===== config.mk =====
export PLATFORM = sky130hd
export DESIGN_NAME = video_fetch
export DESIGN_NICKNAME = d
export VERILOG_FILES = /design/src/rtl/video_fetch.sv
export SDC_FILE = /design/constraint.sdc
export NUM_CORES = 1
export LEC_CHECK = 0
export CAP_MARGIN = 20
export CORE_AREA = 5 5 257 310
export CTS_BUF_LIST = sky130_fd_sc_hd__clkbuf_4 sky130_fd_sc_hd__clkbuf_8
export CTS_CLUSTER_SIZE = 14
export DETAILED_ROUTE_END_ITERATION = 6
export DIE_AREA = 0 0 262 315
export PLACE_DENSITY = 0.78
export SYNTH_ARGS = -nofsm -noshare
export SYNTH_HDL_FRONTEND = slang
export SYNTH_SLANG_ARGS = --single-unit

===== constraint.sdc =====
create_clock -name clk -period 3.4 [get_ports clk]
set_input_delay 0.68 -clock clk [delete_from_list [all_inputs] [get_ports clk]]
set_output_delay 0.68 -clock clk [all_outputs]
set_load 0.005 [all_outputs]

===== src/rtl/video_fetch.sv =====
// Framebuffer read engine: serves display word requests from a show-ahead FIFO fed by SDRAM bursts.
// Define VIDEO_FETCH_UNDERFLOW_CNT_EN to build the saturating underflow event counter.
module video_fetch #(
  parameter int unsigned FB_BASE     = 0,
  parameter int unsigned FRAME_WORDS = 153600,
  parameter int unsigned BURST_LEN   = 8,
  parameter int unsigned FIFO_DEPTH  = 32,
  parameter int unsigned ADDR_W      = 24
) (
  input  logic              clk,
  input  logic              rst_n,
  input  logic              i_frame_start,
  input  logic              i_req,
  output logic [31:0]       o_viddata,
  output logic              o_mem_rd_req,
  output logic [ADDR_W-1:0] o_mem_addr,
  input  logic              i_mem_rd_ack,
  input  logic              i_mem_rd_valid,
  input  logic [31:0]       i_mem_rd_data,
  output logic              o_underflow,
  output logic [15:0]       o_underflow_cnt
);
  localparam int unsigned PW = $clog2(FIFO_DEPTH);
  localparam int unsigned CW = PW + 1;
  localparam int unsigned WW = $clog2(FRAME_WORDS + 1);
  localparam int unsigned KW = $clog2(BURST_LEN) + 1;
  localparam logic [CW-1:0]     DepthC = CW'(FIFO_DEPTH);
  localparam logic [CW-1:0]     BurstC = CW'(BURST_LEN);
  localparam logic [WW-1:0]     BurstW = WW'(BURST_LEN);
  localparam logic [WW-1:0]     FrameW = WW'(FRAME_WORDS);
  localparam logic [KW-1:0]     BurstK = KW'(BURST_LEN);
  localparam logic [KW-1:0]     LastK  = KW'(BURST_LEN - 1);
  localparam logic [ADDR_W-1:0] BaseA  = ADDR_W'(FB_BASE);
  localparam logic [ADDR_W-1:0] BurstA = ADDR_W'(BURST_LEN);

  typedef enum logic [1:0] {StIdle, StReq, StData, StDrain} state_e;

  state_e            r_state, w_state_next;
  logic [ADDR_W-1:0] r_rd_addr;
  logic [WW-1:0]     r_words_left;
  logic [KW-1:0]     r_keep, r_beat_cnt;
  logic [31:0]       r_fifo [FIFO_DEPTH];
  logic [PW-1:0]     r_wptr, r_rptr;
  logic [CW-1:0]     r_count;
  logic [31:0]       r_viddata;
  logic              r_underflow;

  logic          w_ack, w_beat, w_wr_en, w_pop, w_under;
  logic [CW-1:0] w_free, w_count_next;
  logic [PW-1:0] w_rptr_next;
  logic [31:0]   w_head_next;

  assign w_free  = DepthC - r_count;
  assign w_ack   = (r_state == StReq) && i_mem_rd_ack;
  assign w_beat  = ((r_state == StData) || (r_state == StDrain)) && i_mem_rd_valid;
  // Beats past the end of the frame and beats coinciding with a flush are dropped.
  assign w_wr_en = (r_state == StData) && i_mem_rd_valid && (r_beat_cnt < r_keep) &&
                   !i_frame_start;
  assign w_pop   = i_req && !i_frame_start && (r_count != '0);
  assign w_under = i_req && !i_frame_start && (r_count == '0);

  assign w_rptr_next  = r_rptr + PW'(w_pop);
  assign w_count_next = r_count + CW'(w_wr_en) - CW'(w_pop);

  always_comb begin
    w_head_next = r_fifo[w_rptr_next];
    if (w_count_next == '0) begin
      w_head_next = '0;
    end else if (w_wr_en && (r_count == CW'(w_pop))) begin
      w_head_next = i_mem_rd_data;
    end
  end

  always_comb begin
    w_state_next = r_state;
    o_mem_rd_req = 1'b0;
    unique case (r_state)
      StIdle: begin
        if (!i_frame_start && (r_words_left != '0) && (w_free >= BurstC)) w_state_next = StReq;
      end
      StReq: begin
        o_mem_rd_req = 1'b1;
        if (i_mem_rd_ack) w_state_next = i_frame_start ? StDrain : StData;
        else if (i_frame_start) w_state_next = StIdle;
      end
      StData: begin
        if (w_beat && (r_beat_cnt == LastK)) w_state_next = StIdle;
        else if (i_frame_start) w_state_next = StDrain;
      end
      StDrain: begin
        if (w_beat && (r_beat_cnt == LastK)) w_state_next = StIdle;
      end
      default: w_state_next = StIdle;
    endcase
  end

  always_ff @(posedge clk or negedge rst_n) begin
    if (!rst_n) begin
      r_state      <= StIdle;
      r_rd_addr    <= BaseA;
      r_words_left <= FrameW;
      r_keep       <= BurstK;
      r_beat_cnt   <= '0;
    end else begin
      r_state <= w_state_next;
      if (w_ack) r_beat_cnt <= '0;
      else if (w_beat) r_beat_cnt <= r_beat_cnt + KW'(1);
      if (i_frame_start) begin
        r_rd_addr    <= BaseA;
        r_words_left <= FrameW;
      end else if (w_ack) begin
        r_rd_addr    <= r_rd_addr + BurstA;
        r_words_left <= (r_words_left > BurstW) ? r_words_left - BurstW : '0;
        r_keep       <= (r_words_left >= BurstW) ? BurstK : KW'(r_words_left);
      end
    end
  end

  always_ff @(posedge clk) begin
    if (w_wr_en) r_fifo[r_wptr] <= i_mem_rd_data;
  end

  always_ff @(posedge clk or negedge rst_n) begin
    if (!rst_n) begin
      r_wptr      <= '0;
      r_rptr      <= '0;
      r_count     <= '0;
      r_viddata   <= '0;
      r_underflow <= 1'b0;
    end else if (i_frame_start) begin
      r_wptr      <= '0;
      r_rptr      <= '0;
      r_count     <= '0;
      r_viddata   <= '0;
      r_underflow <= 1'b0;
    end else begin
      if (w_wr_en) r_wptr <= r_wptr + PW'(1);
      r_rptr    <= w_rptr_next;
      r_count   <= w_count_next;
      r_viddata <= w_head_next;
      if (w_under) r_underflow <= 1'b1;
    end
  end

`ifdef VIDEO_FETCH_UNDERFLOW_CNT_EN
  logic [15:0] r_underflow_cnt;
  always_ff @(posedge clk or negedge rst_n) begin
    if (!rst_n) r_underflow_cnt <= '0;
    else if (w_under && (r_underflow_cnt != 16'hFFFF)) r_underflow_cnt <= r_underflow_cnt + 16'd1;
  end
  assign o_underflow_cnt = r_underflow_cnt;
`else
  assign o_underflow_cnt = 16'h0000;
`endif

  assign o_viddata   = r_viddata;
  assign o_mem_addr  = r_rd_addr;
  assign o_underflow = r_underflow;

  a_no_overflow: assert property (@(posedge clk) disable iff (!rst_n)
    !(w_wr_en && !w_pop && (r_count == DepthC)));
endmodule


# Word-level counts from Yosys, hierarchy flattened
# Memory sizes are Yosys's and may differ from the RTL's.
# Index checks and enable logic that the tools add are counted.
[totals]
inputBits = 38
ramBits = 1024
output_inout_bits = 74
mem_count = 1
register_bits = 101
word_cells = 86
[memory_table]
columns = ["memory", "depth", "width", "rd", "rd_ports_with_merged_regs", "wr", "line_no", "rtl"]
rows = [
  ["r_fifo", 32, 32, 1, 0, 1, "42", "logic [31:0] r_fifo [FIFO_DEPTH];"],
]
[classes]
eq_ne = 9
n_bitwise = 1
magnitude_cmp = 4
n_addsub = 8
reduce_logical = 25
mux = 28
[ops]
columns = ["op", "count"]
rows = [
  ["2-to-1 mux 32 bit", 3],
  ["2-to-1 mux 18 bit", 3],
  ["2-to-1 mux 24 bit", 2],
  ["adder 24 x 4 -> 24 bit, second input constant", 1],
  [">= comparator 18 x 4 -> 1 bit, second input constant", 1],
  ["> comparator 18 x 4 -> 1 bit, second input constant", 1],
  ["nonzero test 18 bit", 1],
  ["subtractor 18 x 4 -> 18 bit, second input constant", 1],
  ["2-to-1 mux 5 bit", 3],
  ["logical AND 1 bit", 12],
  ["zero test 6 bit", 2],
  ["2-to-1 mux 2 bit", 6],
  ["2-to-1 mux 4 bit", 3],
  ["one-hot mux 2 bit (4 select lines)", 1],
  ["nonzero test 2 bit", 4],
  ["adder 6 x 1 -> 6 bit", 1],
  ["== test 6 x 1 -> 1 bit", 1],
  [">= comparator 6 x 4 -> 1 bit, second input constant", 1],
  ["2-to-1 mux 1 bit", 6],
  ["2-to-1 mux 6 bit", 1],
  ["nonzero test 6 bit", 1],
  ["subtractor 6 x 1 -> 6 bit", 1],
  ["subtractor 6 bit, first input constant", 1],
  ["adder 5 x 1 -> 5 bit", 1],
  ["other kinds (16)", 17],
]

# Longest topological paths before layout
# Gate-level depths: netlist of run 1.
[logic_depth]
word_depth = 9
mapped_depth = 17

# Worst setup path after synthesis of run 1
# No wires, ideal clock.
[synth_timing]
path_kind = "in2reg"
start = "input port i_frame_start"
end = "register r_viddata[10] (netlist: o_viddata[10])"
t_arrival_ps = 3631
setup_time_ps = 66
required_ps = 3334
path_stages = 13
path_slack_ps = -298
path_buffers = 3
cell_sequence = "clkbuf_1 > buf_1 > nor3_1 > ha_1 > inv_1 > ha_1 > fa_1 > xor2_1 > nor3b_1 > and4_1 > a211oi_1 > clkbuf_1 > a22o_1"
[synth_between]
elab_chain_len = 8
[synth_rtl]
columns = ["item", "line_no", "rtl"]
rows = [
  ["from (decl)", "12", "input logic i_frame_start,"],
  ["zero test 1 bit", "58, 59", ""],
  ["logical AND 1 bit (2 in series)", "59", "assign w_pop = i_req && !i_frame_start && (r_count != '0);"],
  ["adder 5 x 1 -> 5 bit / == test 6 x 1 -> 1 bit (equally long branches)", "62, 69", ""],
  ["memory read (32 x 32 bit) / logical AND 1 bit (equally long branches)", "n/a", ""],
  ["2-to-1 mux 32 bit", "69", "end else if (w_wr_en && (r_count == CW'(w_pop))) begin"],
  ["2-to-1 mux 32 bit", "67", "if (w_count_next == '0) begin"],
  ["2-to-1 mux 32 bit (*)", "130", "end else if (i_frame_start) begin"],
  ["to (signal assigned)", "140", "r_viddata <= w_head_next;"],
  ["to (decl)", "45", "logic [31:0] r_viddata;"],
]
# Every way passes the cells marked *; elsewhere a longest branch is shown, timed or not.
# A chain may end at the register's enable or synchronous reset.

# Worst setup path in the final report of run 1
[layout_timing]
start = "register r_keep[2]"
end = "register r_viddata[1] (netlist: o_viddata[1])"
[layout_between]
elab_chain_len = 8
[layout_rtl]
columns = ["item", "line_no", "rtl"]
rows = [
  ["from (decl)", "41", "logic [KW-1:0] r_keep, r_beat_cnt;"],
  ["from (signal assigned)", "102", "r_keep <= BurstK;"],
  ["from (signal assigned)", "114", "r_keep <= (r_words_left >= BurstW) ? BurstK : KW'(r_words_left);"],
  ["less-than comparator 4 bit (*)", "57", "assign w_wr_en = (r_state == StData) && i_mem_rd_valid && (r_beat_cnt < r_keep) &&"],
  ["logical AND 1 bit (*) (2 in series)", "57", ""],
  ["adder 6 x 1 -> 6 bit", "63", "assign w_count_next = r_count + CW'(w_wr_en) - CW'(w_pop);"],
  ["subtractor 6 x 1 -> 6 bit", "63", ""],
  ["zero test 6 bit", "67", ""],
  ["2-to-1 mux 32 bit (*)", "67", ""],
  ["2-to-1 mux 32 bit (*)", "130", ""],
]
# Marked as above.

==> flow_metrics.py, run 1 <==
metrics = {
    "yosys": {
        "syn_avg_cell_area_um2": 19.3,
        "ys_ff_latch": 1117,
        "synth_warnings": 0,
        "synth_enable_flop_cells": 1024,
        "ys_seq_area_share_pct": 75.5,
        "syn_area_um2": 43800,
        "async_flop_share_pct": 8.33,
        "ys_types": 59,
        "syn_inst": 2267,
        "synth-main-ff-cell": "edfxtp_1",
    },
    "cts": {
        "clockRootBuffer": "clkbuf_8",
        "cts_tree": "done",
        "clkLatencyLatePin_ps": 820,
        "cts.sinks": 1117,
        "cts-buffers-inserted": 166,
        "cts_max_level": 4,
        "clockBufferDepth": 3,
        "path_clk_slew_ps": 60,
    },
    "place": {
        "dpl_cell_area_um2": 48400,
        "dp_hpwl_um": 62400,
        "portBuffers": 92,
        "place_congestion": 0.832,
    },
    "status": {
        "status": "complete, but fails checks",
        "violations": "negative setup slack",
    },
    "sta": {
        "layout_min_cycle_time_ps": 3580,
        "setup_viol": 32,
        "fin_hold_ws_ps": 499,
        "slew_headroom_pct": 29.0,
        "drv_slew": 0,
        "tightestPinTransition_ps": 1060,
        "clock_skew_ps": 41.0,
        "hold_viol": 0,
        "tns_ps": -4450,
        "fmax_mhz": 279,
        "rsz0062_at_grt": "yes",
        "finalCritPeriodShare_pct": 105,
        "worst_slack_ps": -180,
    },
    "flow_run": {
        "drv_cap": 0,
    },
    "critical_path": {
        "worst_path_dominant_cell_family": "adder cells",
        "worstPathRequired_ps": 4130,
        "slowest_stage": "dfrtp_1",
        "crit_fanout": 8,
        "critPathKind": "reg2reg",
        "cpMostUsedCell": "ha_4",
        "start_kind": "register",
        "cp-end-kind": "register",
        "path_cells": "inv_2 > ha_4 > a21o_1 > a21oi_2 > o21a_1 > inv_2 > ha_4 > inv_4 > ha_4 > fa_2 > nand2b_4 > a21oi_2 > xor2_1 > and4_4 > nor4b_4 > buf_6 > buf_12 > a22o_1",
        "cp.arrival_ps": 4310,
        "slowest_delay_ps": 380,
        "cp_num_buf_inv": 5,
    },
    "floorplan": {
        "fp.dieArea_um2": 82500,
        "rows": 111,
        "dieWidth_um": 262,
        "start_util_pct": 57.6,
        "num_io_pins": 112,
        "dieHeight_um": 315,
        "core_um2": 76000,
    },
    "global_routing": {
        "grt-ovfl-total": 0,
        "first_global_vias": 24500,
        "antenna_found_initial": 2,
        "grt_pass1_wl_um": 158000,
        "grtUsageTotal_pct": 26.2,
        "grt_max_degree": 58,
    },
    "final_layout": {
        "finalNetCount": 2713,
        "final_cell_mix": "1024 x edfxtp_1, 276 x nand2_1, 256 x mux4_2",
        "drive_gt1_share_pct": 30.1,
        "area_delta_synth_final_pct": 19.6,
        "fillCellCount": 4425,
        "final_common_cell": "edfxtp_1",
        "final_area_um2": 52400,
    },
    "power": {
        "ir_drop_mv": 0.546,
        "leakage_nw": 17.7,
        "p_per_area_nw_per_um2": 630,
    },
    "routing": {
        "drc": 0,
        "ant_nets": 0,
        "wire_per_inst_um": 28.4,
        "routed_wl_um": 108000,
        "drt-pass1-iter-count": 6,
        "initialDrtViolationCount": 3245,
        "via_per_inst": 6.35,
        "vias": 24100,
    },
    "min_path": {
        "min_path_type": "in2async",
    },
}
==> flip-flops by register name, indices dropped and copies added, names as in the netlist <==
register,count
o_viddata,32
r_keep,2
r_count,6
r_state,2
r_words_left,15
r_fifo,1024
o_mem_addr,21
o_underflow,1
r_wptr,5
r_beat_cnt,4
r_rptr,5
==> report_power, final <==
group	total, W	leakage [nW]	internal (W)	switching (W)
clock	0.0107	1.75	0.00574	0.00500
sequential	0.0155	10.4	0.0153	0.000240
combinational	0.00674	5.48	0.00370	0.00304
total	0.0330	17.7	0.0247	0.00827
==> final timing paths <==
check                           startpoint              end  slack [ps]  cells after the start
min in group clk             i_frame_start   o_mem_addr[12]         500                      3
max in group asynchronous            rst_n    o_viddata[10]        1950                      3
setup reg to reg                 r_keep[2]     o_viddata[1]        -180                     18
hold reg to reg            r_words_left[9]  r_words_left[9]         510                      1
hold / removal                       rst_n    r_beat_cnt[1]         500                      2
setup / recovery                 r_keep[2]     o_viddata[1]        -180                     18
==> Yosys cell counts, drive strengths merged (18+ instances only) <==
cell type / number / area, um^2
edfxtp: 1024 / 30700
buf: 64 / 360
nor2: 114 / 428
a32o: 32 / 320
dfrtp: 88 / 2200
ha: 22 / 275
xor2: 23 / 201
mux2i: 35 / 350
mux4: 256 / 5770
nand2: 277 / 1040
o21ai: 29 / 145
inv: 18 / 67.6
clkbuf: 69 / 259
o22ai: 31 / 194
a22o: 31 / 272
==> metal layers <==
layer	vias to the layer above	part of all wire, %	GRT usage, %
met4	0	3.5	9.82
li1	9854	-	-
met5	-	0	0
met3	249	9.8	5.42
met2	1591	51	42.9
met1	12400	36	35.5
==> area by class of cell <==
class | count | area [um^2] | share of cell area [%]
clock inverter | 72 | 478 | 0.913
antenna | 2 | 5.00 | 0.00956
inverter | 18 | 70.1 | 0.134
clock buffer | 224 | 2800 | 5.35
sequential | 1117 | 33100 | 63.2
multi-input combinational | 1017 | 10500 | 20.1
tap | 1017 | 1270 | 2.43
timing repair buffer | 332 | 4120 | 7.87
==> cell families (layout without fill, tap and decap cells) <==
family | count (synthesis) | after routing | synth area share (%)
flops | 1117 | 1117 | 75.5
simple gates | 486 | 486 | 4.79
mux | 293 | 293 | 14.0
compound gates | 165 | 165 | 2.78
buf+inv | 151 | 646 | 1.57
xor+xnor | 31 | 31 | 0.620
fa+ha+maj | 23 | 23 | 0.674
other cells | 1 | 21 | 0.00856
==> stage by stage <==
stage	instances	setup slack, ps	total power, W	utilization, %
floorplan	2285	-9.21	0.0198	-
global placement	3466	-815	0.0220	63.7
detailed placement	3466	-869	0.0222	63.7
CTS	3780	-174	0.0330	68.4
global route	3798	-292	0.0344	68.9
finish	3799	-180	0.0330	68.9
==> repair_timing <==
item,CTS,global route
endpoints found under the setup margin,32,32
gates resized for setup,11,11
gates cloned,3,0
endpoints found under the hold margin,50,0
hold buffers,1,0
setup buffers,14,3
pin swaps,12,13
No activity file was read; power rests on OpenSTA's default activity.
==> inputs of run 2 (changes only) <==
--- a/config.mk
+++ b/config.mk
@@ -5,13 +5,16 @@
 export SDC_FILE = /design/constraint.sdc
 export NUM_CORES = 1
 export LEC_CHECK = 0
+export ABC_AREA = 1
 export CAP_MARGIN = 20
-export CORE_AREA = 5 5 257 310
+export CORE_AREA = 5 5 269 323
 export CTS_BUF_LIST = sky130_fd_sc_hd__clkbuf_4 sky130_fd_sc_hd__clkbuf_8
+export CTS_CLUSTER_DIAMETER = 80
 export CTS_CLUSTER_SIZE = 14
 export DETAILED_ROUTE_END_ITERATION = 6
-export DIE_AREA = 0 0 262 315
+export DIE_AREA = 0 0 274 328
 export PLACE_DENSITY = 0.78
+export SETUP_SLACK_MARGIN = 0.4
 export SYNTH_ARGS = -nofsm -noshare
 export SYNTH_HDL_FRONTEND = slang
 export SYNTH_SLANG_ARGS = --single-unit
==> run 2 against run 1 <==
Effect of this change:
- the flow finishes with violations (design-rule violations)
- first-iteration DRC count up 48%
- global-route usage up 2.9 points
- routed wire length is 24% higher
- final cell count rose by 55%
- clock skew increased by 15 ps
- critical endpoint is now o_viddata[25]
- largest power group unchanged
==> flow_metrics.py, run 2 <==
metrics = {
    "yosys": {
        "synth_top_area_share_pct": 64.3,
        "ys_seq_area_share_pct": 69.2,
        "ys_types": 38,
        "synth-main-ff-cell": "edfxtp_1",
        "syn_avg_cell_area_um2": 10.7,
        "ys_ff_latch": 1117,
        "yosys.cell_count.top_type": "nand2_1",
        "synth_area_leaders": "edfxtp_1 64%, nand2_1 10%, nand3_1 9.5%",
        "yosys-top-cells-count": "1327 x nand2_1, 1024 x edfxtp_1, 905 x nand3_1",
        "syn_area_um2": 47800,
        "async_flop_share_pct": 8.33,
        "synth_enable_flop_cells": 1024,
        "synth_top_cell_by_area": "edfxtp_1",
        "synth_warnings": 0,
        "syn_inst": 4475,
    },
    "routing": {
        "wire_per_inst_um": 22.7,
        "wirelength_met1_um": 47600,
        "via_per_inst": 5.89,
        "ant_nets": 0,
        "top_layer": "met5",
        "drt-pass1-iter-count": 7,
        "vias": 34700,
        "routed_wl_um": 134000,
        "met2_length_um": 65100,
        "routed-wl-met3_um": 15000,
        "drc": 1,
        "initialDrtViolationCount": 4815,
    },
    "sta": {
        "tns_ps": 0,
        "hold_viol": 0,
        "rsz0062_at_grt": "yes",
        "clock_skew_ps": 55.7,
        "fin_hold_ws_ps": 388,
        "layout_min_cycle_time_ps": 3220,
        "tightestPinTransition_ps": 931,
        "slew_headroom_pct": 37.7,
        "setup_viol": 0,
        "drv_slew": 0,
        "finalCritPeriodShare_pct": 94.8,
        "fmax_mhz": 310,
    },
    "power": {
        "p_sw_share_pct": 33.0,
        "total_power_w": 0.0334,
        "pwr-share-seq_pct": 46.8,
        "p_per_area_nw_per_um2": 609,
        "p_switching_w": 0.0110,
        "internal_power_w": 0.0224,
        "clockPowerShare_pct": 21.4,
        "ir_drop_mv": 0.371,
        "leakage_nw": 21.7,
        "power_frac_comb_pct": 31.8,
    },
    "place": {
        "portBuffers": 92,
        "place_congestion": 0.895,
        "place_inst": 5718,
        "dp_hpwl_um": 80900,
    },
    "global_routing": {
        "grtUsageTotal_pct": 29.2,
        "first_global_vias": 33200,
        "antenna_found_initial": 4,
        "grt_pass1_wl_um": 197000,
        "grt_max_degree": 59,
        "grt-ovfl-total": 0,
    },
    "cts": {
        "cts.sinks": 1117,
        "cts_max_level": 3,
        "clockRootBuffer": "clkbuf_8",
        "clockBufferDepth": 3,
        "clkLatencyLatePin_ps": 780,
        "path_clk_slew_ps": 90,
        "cts-buffers-inserted": 89,
        "cts_tree": "done",
    },
    "critical_path": {
        "critPathKind": "reg2reg",
        "start_kind": "register",
        "crit_fanout": 7,
        "cp.arrival_ps": 3870,
        "cp-end-kind": "register",
        "worstSetupStartpoint": "r_keep[3]",
        "worstPathRequired_ps": 4050,
        "r2r-start": "r_keep[3]",
    },
    "final_layout": {
        "fin_util_pct": 66.1,
        "final_cell_mix": "1321 x nand2_1, 1024 x edfxtp_1, 868 x nand3_1",
        "instances_no_fill": 5889,
        "largest_register_ffs": 1024,
        "drive_gt1_share_pct": 13.5,
        "finalNetCount": 4778,
        "final_common_cell": "nand2_1",
        "regMostFlops": "r_fifo",
        "area_delta_synth_final_pct": 14.9,
    },
    "floorplan": {
        "rows": 116,
        "dieWidth_um": 274,
        "start_util_pct": 57.5,
        "fp.dieArea_um2": 89900,
        "dieHeight_um": 328,
        "num_io_pins": 112,
        "core_um2": 83200,
    },
    "flow_run": {
        "drv_cap": 0,
    },
    "status": {
        "status": "complete, but fails checks",
        "violations": "design-rule violations",
    },
    "min_path": {
        "min_path_type": "in2async",
    },
}
==> run 2: power groups by stage <==
stage	clock, W	combinational, W	sequential (W)
after CTS	0.00722	0.0102	0.0156
after global placement	0	0.00949	0.0159
final	0.00715	0.0106	0.0156
after floorplan	0	0.00605	0.0158
after global routing	0.00777	0.0116	0.0157
after detailed placement	0	0.00981	0.0159
==> run 2: metrics by stage <==
stage / instance area, um^2 / setup slack (ps)
6_report: 54900 / 178
5_1_grt: 54900 / 115
4_1_cts: 54700 / 254
3_5_place_dp: 52700 / -133
3_3_place_gp: 52700 / -123
2_1_floorplan: 48100 / 101
==> run 2: metal layers <==
layer	GRT usage, %	vias to the layer above
met4	12.2	2
met2	48.5	2194
met1	37.9	16700
li1	-	15400
met3	5.68	388
met5	0	-
==> run 2: final cells by class <==
class / instances / area (um^2)
fillers: 5861 / 28200
repair inverters: 1 / 11.3
multi-input cells: 2684 / 12600
clock buffers: 135 / 1590
clock inverters: 3 / 21.3
repair buffers: 392 / 4600
flip-flops and latches: 1117 / 33100
diodes: 4 / 10.0
well taps: 1121 / 1400
inverters: 432 / 1650
==> run 2: logic make-up (layout without fill, tap and decap cells) <==
group	after synthesis	in the layout	synth area share, %
AO/OA/AOI/OAI	104	104	1.15
AND/OR/NAND/NOR	2521	2521	22.7
flip-flops	1117	1117	69.2
buffers and inverters	692	963	6.03
adder cells (fa/ha/maj)	23	23	0.618
XOR/XNOR	17	17	0.327
other	1	23	0.00784
==> run 2: what timing repair did <==
action                                 CTS  global route
hold buffers                             1             0
pin swaps                                9            21
buffers inserted                        13             7
gates resized for setup                 33            34
cloned                                   6             2
setup endpoints to repair               32            32
endpoints found under the hold margin   24             0
==> run 2: path summary, 6_finish.rpt <==
check                                    to  slack, ps  cells after the start
max in group asynchronous  r_words_left[17]       2270                      3
min                             o_underflow        390                      2
max reg2reg                   o_viddata[25]        180                     19
min in group clk                o_underflow        490                      3
max                           o_viddata[25]        180                     19
min reg2reg                 r_words_left[3]        510                      1
==> run 2: critical path, stage by stage (launching register included) <==
cell and delay [ps]:
dfstp_2 560, inv_2 40, ha_4 210, a21oi_2 130, nand3_2 110, nor2_4 140
inv_4 50, ha_4 260, inv_2 40, ha_4 160, fa_2 460, inv_2 70
nand2_2 50, nor2_2 120, nand3_2 90, nor2_4 140, nand2_8 120, clkbuf_16 210
nand3_2 70, nor2_2 50
